===== config.mk =====
export PLATFORM = sky130hd
export DESIGN_NAME = m_mc_ctrl
export DESIGN_NICKNAME = d
export VERILOG_FILES = /design/src/rtl/m_mc_ctrl.sv
export SDC_FILE = /design/constraint.sdc
export NUM_CORES = 1
export LEC_CHECK = 0
export CORE_MARGIN = 2
export CORE_UTILIZATION = 40
export DETAILED_ROUTE_END_ITERATION = 8
export PLACE_DENSITY = 0.69
export SYNTH_ARGS = -nofsm -noshare
export SYNTH_HDL_FRONTEND = slang
export SYNTH_SLANG_ARGS = --single-unit

===== constraint.sdc =====
create_clock -name w_clk -period 4.2 [get_ports w_clk]
set_clock_uncertainty 0.15 [all_clocks]
set_input_delay 1.26 -clock w_clk [delete_from_list [all_inputs] [get_ports w_clk]]
set_output_delay 1.26 -clock w_clk [all_outputs]
set_load 0.02 [all_outputs]

===== src/rtl/m_mc_ctrl.sv =====
// m_mc_ctrl: multicycle IF/ID/EX/MA/WB sequencer for the m_proc5 datapath.
// Optional macro M_MC_CTRL_SKIP_MA_EN: non-load/store instructions go EX->WB directly.
module m_mc_ctrl #(
  parameter int HALT_REG   = 30,
  parameter int WAIT_LIMIT = 16
) (
  input  logic       w_clk,
  input  logic       w_rst_n,
  input  logic       w_run,
  input  logic [4:0] w_opcode5,
  input  logic [4:0] w_rd,
  input  logic       w_tkn,
  input  logic       w_imem_rdy,
  input  logic       w_dmem_rdy,
  output logic [2:0] w_state,
  output logic       w_imem_req,
  output logic       w_ir_we,
  output logic       w_dmem_req,
  output logic       w_dmem_we,
  output logic       w_rf_we,
  output logic       w_wb_sel,
  output logic       w_pc_we,
  output logic       w_pc_sel,
  output logic       w_retire,
  output logic       w_halt,
  output logic       w_err
);

  localparam logic [2:0] ST_IF   = 3'd0;
  localparam logic [2:0] ST_ID   = 3'd1;
  localparam logic [2:0] ST_EX   = 3'd2;
  localparam logic [2:0] ST_MA   = 3'd3;
  localparam logic [2:0] ST_WB   = 3'd4;
  localparam logic [2:0] ST_HALT = 3'd5;

  localparam logic [4:0] OP_S  = 5'b01000;
  localparam logic [4:0] OP_B  = 5'b11000;
  localparam logic [4:0] OP_LD = 5'b00000;

  localparam int CW = (WAIT_LIMIT > 1) ? $clog2(WAIT_LIMIT + 1) : 1;
  localparam logic [CW-1:0] LIMIT_M1 = (WAIT_LIMIT > 0) ? CW'(WAIT_LIMIT - 1) : '0;

  logic [2:0]    state;
  logic [2:0]    state_nxt;
  logic [4:0]    op_q;
  logic [4:0]    rd_q;
  logic          r_tkn;
  logic          err_q;
  logic [CW-1:0] wait_cnt;
  logic          is_ld;
  logic          is_s;
  logic          is_b;
  logic          is_mem;
  logic          wb_rf_we;
  logic          waiting;
  logic          wd_hit;

  assign is_ld    = (op_q == OP_LD);
  assign is_s     = (op_q == OP_S);
  assign is_b     = (op_q == OP_B);
  assign is_mem   = is_ld || is_s;
  assign wb_rf_we = !is_s && !is_b;

  // A cycle counts as waiting only while a memory handshake is actually pending.
  assign waiting = ((state == ST_IF) && w_run && !w_imem_rdy) ||
                   ((state == ST_MA) && is_mem && !w_dmem_rdy);
  assign wd_hit  = (WAIT_LIMIT != 0) && waiting && (wait_cnt == LIMIT_M1);

  always_comb begin
    state_nxt = state;
    case (state)
      ST_IF:   if (w_run && w_imem_rdy) state_nxt = ST_ID;
      ST_ID:   state_nxt = ST_EX;
`ifdef M_MC_CTRL_SKIP_MA_EN
      ST_EX:   state_nxt = is_mem ? ST_MA : ST_WB;
`else
      ST_EX:   state_nxt = ST_MA;
`endif
      ST_MA:   if (!is_mem || w_dmem_rdy) state_nxt = ST_WB;
      ST_WB:   state_nxt = (wb_rf_we && (rd_q == 5'(HALT_REG))) ? ST_HALT : ST_IF;
      ST_HALT: state_nxt = ST_HALT;
      default: state_nxt = ST_IF;
    endcase
    if (wd_hit) state_nxt = ST_HALT;
  end

  always_ff @(posedge w_clk or negedge w_rst_n) begin
    if (!w_rst_n) begin
      state    <= ST_IF;
      op_q     <= '0;
      rd_q     <= '0;
      r_tkn    <= 1'b0;
      err_q    <= 1'b0;
      wait_cnt <= '0;
    end else begin
      state <= state_nxt;
      if (state == ST_ID) begin
        op_q <= w_opcode5;
        rd_q <= w_rd;
      end
      if (state == ST_EX) r_tkn <= is_b && w_tkn;
      if (wd_hit) err_q <= 1'b1;
      if (waiting && (state_nxt == state)) begin
        if (wait_cnt != '1) wait_cnt <= wait_cnt + CW'(1);
      end else begin
        wait_cnt <= '0;
      end
    end
  end

  // Outputs are gated by the reset input so nothing can pulse while reset is held.
  always_comb begin
    w_state    = 3'd0;
    w_imem_req = 1'b0;
    w_ir_we    = 1'b0;
    w_dmem_req = 1'b0;
    w_dmem_we  = 1'b0;
    w_rf_we    = 1'b0;
    w_wb_sel   = 1'b0;
    w_pc_we    = 1'b0;
    w_pc_sel   = 1'b0;
    w_retire   = 1'b0;
    w_halt     = 1'b0;
    w_err      = 1'b0;
    if (w_rst_n) begin
      w_state = state;
      w_err   = err_q;
      case (state)
        ST_IF: begin
          w_imem_req = w_run;
          w_ir_we    = w_run && w_imem_rdy;
        end
        ST_MA: begin
          w_dmem_req = is_mem;
          w_dmem_we  = is_s;
          w_wb_sel   = is_ld;
        end
        ST_WB: begin
          w_rf_we  = wb_rf_we;
          w_wb_sel = is_ld;
          w_pc_we  = 1'b1;
          w_pc_sel = r_tkn;
          w_retire = 1'b1;
        end
        ST_HALT: w_halt = 1'b1;
        default: ;
      endcase
    end
  end

endmodule


==> results.txt <==
----------------------------------------------------
[Placement]
  RePlAce Congestion ... 0.816
  Worst setup slack after placement ... -0.294 ns
  Post-detail-place hpwl ... 1600 um
  Input/output buffers ... 29

[Worst setup path]
  Critical path buffers and inverters ... 2
  Type of the worst setup path ... in -> out
  Crit path max-delay family ... buffers and inverters
  Reg-to-reg critical path startpoint ... op_q[1]
  Reg-to-Reg End ... state[1]
  Crit path capture ... w_imem_req
  Timing startpoint of the critical path ... w_run
  Slowest stage cell, crit path ... sky130_fd_sc_hd__clkdlybuf4s50_1
  Register-to-Register Path Depth ... 4
  Data arrival time of the critical path ... 2.72 ns
  Slowest cell delay on critical path ... 0.47 ns
  Register-to-register path setup slack ... 2.31 ns
  Cell-by-cell trace of the critical path ... clkdlybuf4s50_1 -> or3b_2 -> nor2_1 -> dlygate4sd2_1
  Critical Path Source Type ... input pin
  Type of element capturing the critical path ... output port
  Critical path depth ... 4
  Critical path required time ... 2.79 ns
  Crit Path Max Fanout ... 2

[Power]
  Static power due to leakage ... 0.000648 uW
  Internal ... 486 uW
  Switching portion of total power ... 34.6%
  Clock network fraction of design power ... 15.0%
  Net switching power figure ... 258 uW
  Sum of internal, switching and leakage power ... 744 uW
  Max rail drop VDD ... 0.384 mV
  Pwr/cell area ... 512 nW/um2
  Sequential fraction of design power ... 44.2%
  Combinational group share of total power ... 40.7%

[Routing]
  Number of routed nets with antenna violations ... 0
  Post-DR wirelength/cell ... 12.4 um
  Number of design rule violations left after detail routing ... 0
  Detailed Route Iter0 Violations ... 9
  Number of iterations in the first detailed-routing pass ... 4
  Number of vias in the routed layout ... 850
  Final Routed Wirelength ... 2080 um
  Average vias per placed instance ... 5.09

[Clock tree]
  TritonCTS clock tree ... yes
  Clock transition at the registers of the reported paths ... 0.11 ns
  CTS max path bufs ... 2
  Sinks on Clock Net ... 20
  H-tree levels ... 1
  Num CTS Buffers ... 3
  Post-cts hold buffer count ... 0
  Clk_lat worst skew ... 0.30 ns
  Master cell of the clock root buffer ... sky130_fd_sc_hd__clkbuf_4

[Logic synthesis]
  Synthesized-area fraction occupied by xor and xnor cells ... 2.52%
  Main combinational cell family by area after synthesis ... simple AND/OR/NAND/NOR gates
  Simple-gate share of the synthesized area ... 24.2%
  Mux share of post-synthesis cell area ... 11.8%
  Adder and majority gate portion of the synthesized area ... 3.60%
  Cell variety after synth ... 35
  Post-synth top area share ... 48.0%
  Area fraction in compound gates after synthesis ... 7.08%
  Sequential share of the synthesized area ... 48.0%
  Biggest area consumer among synthesized cells ... sky130_fd_sc_hd__dfrtp_1
  Post-synthesis cell area ... 1040 um2
  Synthesized instance count ... 99
  Synthesized flop and latch total ... 20
  Syn avg cell area ... 10.5 um2
  Nets in the synthesized netlist ... 118
  Synth top area cells ... sky130_fd_sc_hd__dfrtp_1, sky130_fd_sc_hd__mux2_2, sky130_fd_sc_hd__nor2_1
  Ys Warns ... 0

[Min path]
  Hold Crit Class ... reg -> reg

[STA]
  Period Utilization, post-route ... 98.4%
  Time the final worst path needs with I/O delays and setup ... 4.13 ns
  Min setup slack post-route ... 0.0692 ns
  Relative slew slack ... 53.7%
  Setup repair after global routing missed its margin ... no
  Final max-slew violation count ... 0
  Worst-margin pin slew ... 0.684 ns
  Worst hold slack ... 0.356 ns
  Final-report setup violation count ... 0
  Final number of hold-violating endpoints ... 0
  Max Clk Rate ... 242 MHz

[Cells and area]
  Number of fill cells in the layout ... 230
  Share of post-route cells with drive strength above 1 ... 20.4%
  Final core area utilization ... 58.7%
  # diodes ... 0
  Area grow syn2layout ... 39.5%
  Post-layout net count ... 157

[Floorplan]
  Area enclosed by the die boundary ... 3030 um2
  I/O pins ... 30
  Core area ... 2480 um2
  Initial core utilization ... 42.1%
  Overall die width ... 55.0 um
  Vertical die dimension ... 55.0 um
  FP Rows ... 18

[GRT]
  All-Layer GR Usage ... 16.0%
  Number of antenna violations at the first check in global routing ... 0
  Global-route wire length before repair ... 3380 um
  Via count of the first global-routing pass ... 758
  Residual overflow from global routing ... 0
  Pin count of the biggest net entering global routing ... 21

[Run]
  Number of maximum-capacitance violations ... 0

[Run status]
  Result of the run ... finished, final reports clean

----------------------------------------------------
==> cells in the final DEF, fill, tap and decap left out, types with 2 or more instances in the layout <==
cell type	instances
sky130_fd_sc_hd__clkdlybuf4s50_1	23
sky130_fd_sc_hd__nor2b_1	2
sky130_fd_sc_hd__nand2b_1	4
sky130_fd_sc_hd__nand3_1	3
sky130_fd_sc_hd__mux2_2	10
sky130_fd_sc_hd__dfrtp_1	20
sky130_fd_sc_hd__nand2_1	2
sky130_fd_sc_hd__dlygate4sd2_1	5
sky130_fd_sc_hd__xor2_1	2
sky130_fd_sc_hd__and2_1	6
sky130_fd_sc_hd__a21oi_1	5
sky130_fd_sc_hd__buf_4	8
sky130_fd_sc_hd__nor2_1	12
sky130_fd_sc_hd__nor3_1	5
sky130_fd_sc_hd__clkbuf_4	3
sky130_fd_sc_hd__inv_1	2
sky130_fd_sc_hd__ha_1	3
==> timing repair <==
action | CTS | global route
buffers inserted | 0 | 0
pin swaps | 0 | 0
gates resized for setup | 10 | 1
endpoints found under the setup margin | 11 | 1
==> sequential cells by signal, indices dropped and copies added (netlist names) <==
signal and cells:
op_q 5, rd_q 5, err_q 1, wait_cnt 5
r_tkn 1, state 3
==> cells in the mapped netlist (all sizes together) <==
| cell | count |
|---|---|
| and2 | 6 |
| ha | 3 |
| nand4b | 1 |
| xor2 | 2 |
| mux2 | 10 |
| a21oi | 5 |
| o31ai | 1 |
| o21ai | 3 |
| xnor2 | 1 |
| nor2b | 2 |
| nor3b | 1 |
| clkbuf | 1 |
| nand2b | 4 |
| nor4b | 2 |
| nor3 | 6 |
| buf | 3 |
| nand3 | 3 |
| o21bai | 1 |
| nand2 | 2 |
| or3b | 1 |
| nor2 | 12 |
| or2 | 1 |
| or4 | 1 |
| and3 | 1 |
| nand4 | 1 |
| mux2i | 1 |
| dfrtp | 20 |
| o21a | 1 |
| inv | 2 |
| o211ai | 1 |
==> worst min-delay path by stage <==
stage | start | endpoint | slack [ns] | depth (start not counted)
2_1_floorplan | err_q | err_q | 0.28 | 1
3_3_place_gp | err_q | err_q | 0.29 | 1
3_5_place_dp | err_q | err_q | 0.34 | 1
4_1_cts | err_q | err_q | 0.37 | 1
5_1_grt | err_q | err_q | 0.40 | 1
6_report | err_q | err_q | 0.36 | 1
==> metrics by stage <==
stage          std cells  setup TNS [ns]  area (um2)
3_3_place_gp         163          -0.983        1420
2_1_floorplan         99               0        1040
6_report             167               0        1450
5_1_grt              167               0        1450
4_1_cts              167               0        1460
3_5_place_dp         163           -1.07        1420
==> power by group through the flow <==
stage               clock network, uW  logic (uW)  registers (uW)
floorplan                           0         220             304
global placement                    0         299             329
detailed placement                  0         306             333
CTS                               117         307             329
global route                      126         333             341
finish                            112         303             329
==> kinds of logic (layout without fill, tap and decap cells) <==
logic type / after synthesis / in the layout
AND/OR/NAND/NOR: 44 / 44
flip-flops: 20 / 20
AO/OA/AOI/OAI: 12 / 12
multiplexers: 11 / 11
buffers and inverters: 6 / 44
adder cells (fa/ha/maj): 3 / 3
XOR/XNOR: 3 / 3
==> worst reg2reg max path, stage by stage, from the launching register on <==
cell and delay (ns):
sky130_fd_sc_hd__dfrtp_1 0.41, sky130_fd_sc_hd__or4_1 0.66, sky130_fd_sc_hd__nor4b_2 0.33, sky130_fd_sc_hd__o21ai_2 0.12, sky130_fd_sc_hd__o21a_1 0.12
==> routing by layer <==
layer / global-route usage [%] / part of all wire [%] / vias to the layer above
li1: - / - / 421
met1: 20.1 / 46 / 402
met2: 26.4 / 48 / 25
met3: 2.69 / 5.1 / 2
met4: 8.54 / 1.3 / 0
met5: 0 / 0 / -
==> cell type report <==
cell class | instances | area [um2] | area share (%)
Multi-Input combinational cell | 73 | 513 | 35.3
Sequential cell | 20 | 500 | 34.4
Timing Repair Buffer | 38 | 359 | 24.7
Tap cell | 30 | 37.5 | 2.58
Clock buffer | 4 | 36.3 | 2.50
Inverter | 2 | 7.51 | 0.516
Power figures use the tool's default switching activity.
==> variant: new RTL, config.mk and constraints unchanged <==
Build with the macro `M_MC_CTRL_SKIP_MA_EN` defined.
--- a/src/rtl/m_mc_ctrl.sv
+++ b/src/rtl/m_mc_ctrl.sv
@@ -1,5 +1,7 @@
 // m_mc_ctrl: multicycle IF/ID/EX/MA/WB sequencer for the m_proc5 datapath.
 // Optional macro M_MC_CTRL_SKIP_MA_EN: non-load/store instructions go EX->WB directly.
+`define M_MC_CTRL_SKIP_MA_EN
+
 module m_mc_ctrl #(
   parameter int HALT_REG   = 30,
   parameter int WAIT_LIMIT = 16
Behaviour: not the same (a bounded check fails within 4 cycles, from zero or initial values and one cycle with w_rst_n low).
==> variant against the original RTL <==
- synthesized cell count is 11% higher
- hold slack worse by 0.033 ns
- routed wire length is 8.6% higher
- synthesized area is 8.4% higher
- largest cell class unchanged
- power is 5.6% higher
- sequential cell count stayed put
- critical path type unchanged
- cell count is 4.8% higher
- maximum frequency is 0.19% lower
- worst setup slack worse by 0.0080 ns
- critical endpoint is now w_halt
- highest routed layer unchanged
- first-iteration DRC count is 130% higher
- design area is 3.8% higher
==> variant: results (changes against the original RTL) <==
| Metric | Value |
|---|---|
| Run status | finished, final reports clean |
| Worst reg2reg endpoint | wait_cnt[1] |
| Met2 usage | 0.273 (+0.00869) |
| Post-Synth XOR/XNOR Area | 0.0233 (-0.00195) |
| P_leak | 0.000681 uW (+5.1%) |
| Gr usage total | 0.159 (-0.000941) |
| Max incr delay on CP | 0.61 ns (+0.14 ns) |
| Filler cell count | 249 (+8.3%) |
| Top cells by count, synth | dfrtp_1 (20), nor2_1 (15), mux2_2 (11) |
| Vias in the first global route | 930 (+23%) |
| R2R Setup Slk | 2.29 ns (-0.02 ns) |
| GP Congestion | 0.768 (-6.0%) |
| Non-Filler Instances | 175 (+4.8%) |
| Synth top area cells | dfrtp_1 (44%), mux2_2 (11%), nor2_1 (5.0%) |
| Largest net degree at the start of global routing | 19 (-9.5%) |
| Vias per cell | 5.07 (-0.31%) |
| CP Max Fanout | 4 (+2) |
| Post-DR wirelength/cell | 12.9 um (+3.6%) |
| Crit path to | w_halt |
| HPWL after DPL | 1.75 mm (+9.3%) |
| Cell Area, Placed | 1470 sq um (+3.9%) |
| Register-to-Register Path Depth | 6 (+2) |
| Initial DRC Count | 21 (+12) |
| Worst Hold End | err_q |
| Layout cells sized above 1 | 0.222 (+0.0178) |
| Peak supply drop | 0.353 mV (-8.1%) |
| DR WL met3 | 92 um (-13%) |
| Logic pwr share | 0.443 (+0.036) |
| M3 GR Usage | 0.0295 (+0.00260) |
| Post-Syn Instances | 110 (+11%) |
| Origin of the critical flop-to-flop path | state[1] |
| Switch Pwr | 290 uW (+12%) |
| Yosys cell types | 36 (+2.9%) |
| Compound-Gate Fraction of Synth Area | 0.0930 (+0.0222) |
| Worst setup path startpoint | w_rst_n |
| Metal-1 WL | 1.05 mm (+10%) |
| Synthesized Nets | 129 (+9.3%) |
| Post-synthesis mux area share | 0.110 (-0.00801) |
| Met2 wire len | 1.10 mm (+10%) |
| First-pass GRT wire length | 4.10 mm (+21%) |
| Synth Area in Adders | 0.0332 (-0.00279) |
| Nets | 164 (+4.5%) |
| Post-synthesis sequential area ratio | 0.443 (-0.0372) |
| Arrival time worst endpoint | 2.73 ns (about the same) |
## variant: changes by cell type in the layout (fill, tap and decap cells not counted), sizes merged, moves of 2 or more
cell          unedited run  this run
nor2                    12        15
inv                      2         4
o21ai                    3         5
xnor2                    1         3
nand3                    3         1
nand2                    2        10
dlymetal6s2s             0         2
dlygate4sd2              5         3
nor2b                    2         0
buf                      9         6
xor2                     2         0
## variant: through the flow
stage               hold WS, ns  utilization  setup WS, ns
global route              0.349        0.557        0.0108
detailed placement        0.299        0.543        -0.214
finish                    0.323        0.557        0.0612
floorplan                 0.274            -         0.517
CTS                       0.325        0.554        0.0383
global placement          0.292        0.543        -0.198
## variant: cell type report
type | count | area share
repair buffers | 35 | 0.223
clock buffers | 4 | 0.0240
inverters | 4 | 0.00995
flip-flops and latches | 20 | 0.332
multi-input cells | 81 | 0.386
well taps | 31 | 0.0257
## variant: repair_timing
item / 4_1_cts / 5_1_grt
hold endpoints to repair: 0 / 0
resized for setup: 4 / 3
setup endpoints to repair: 4 / 3
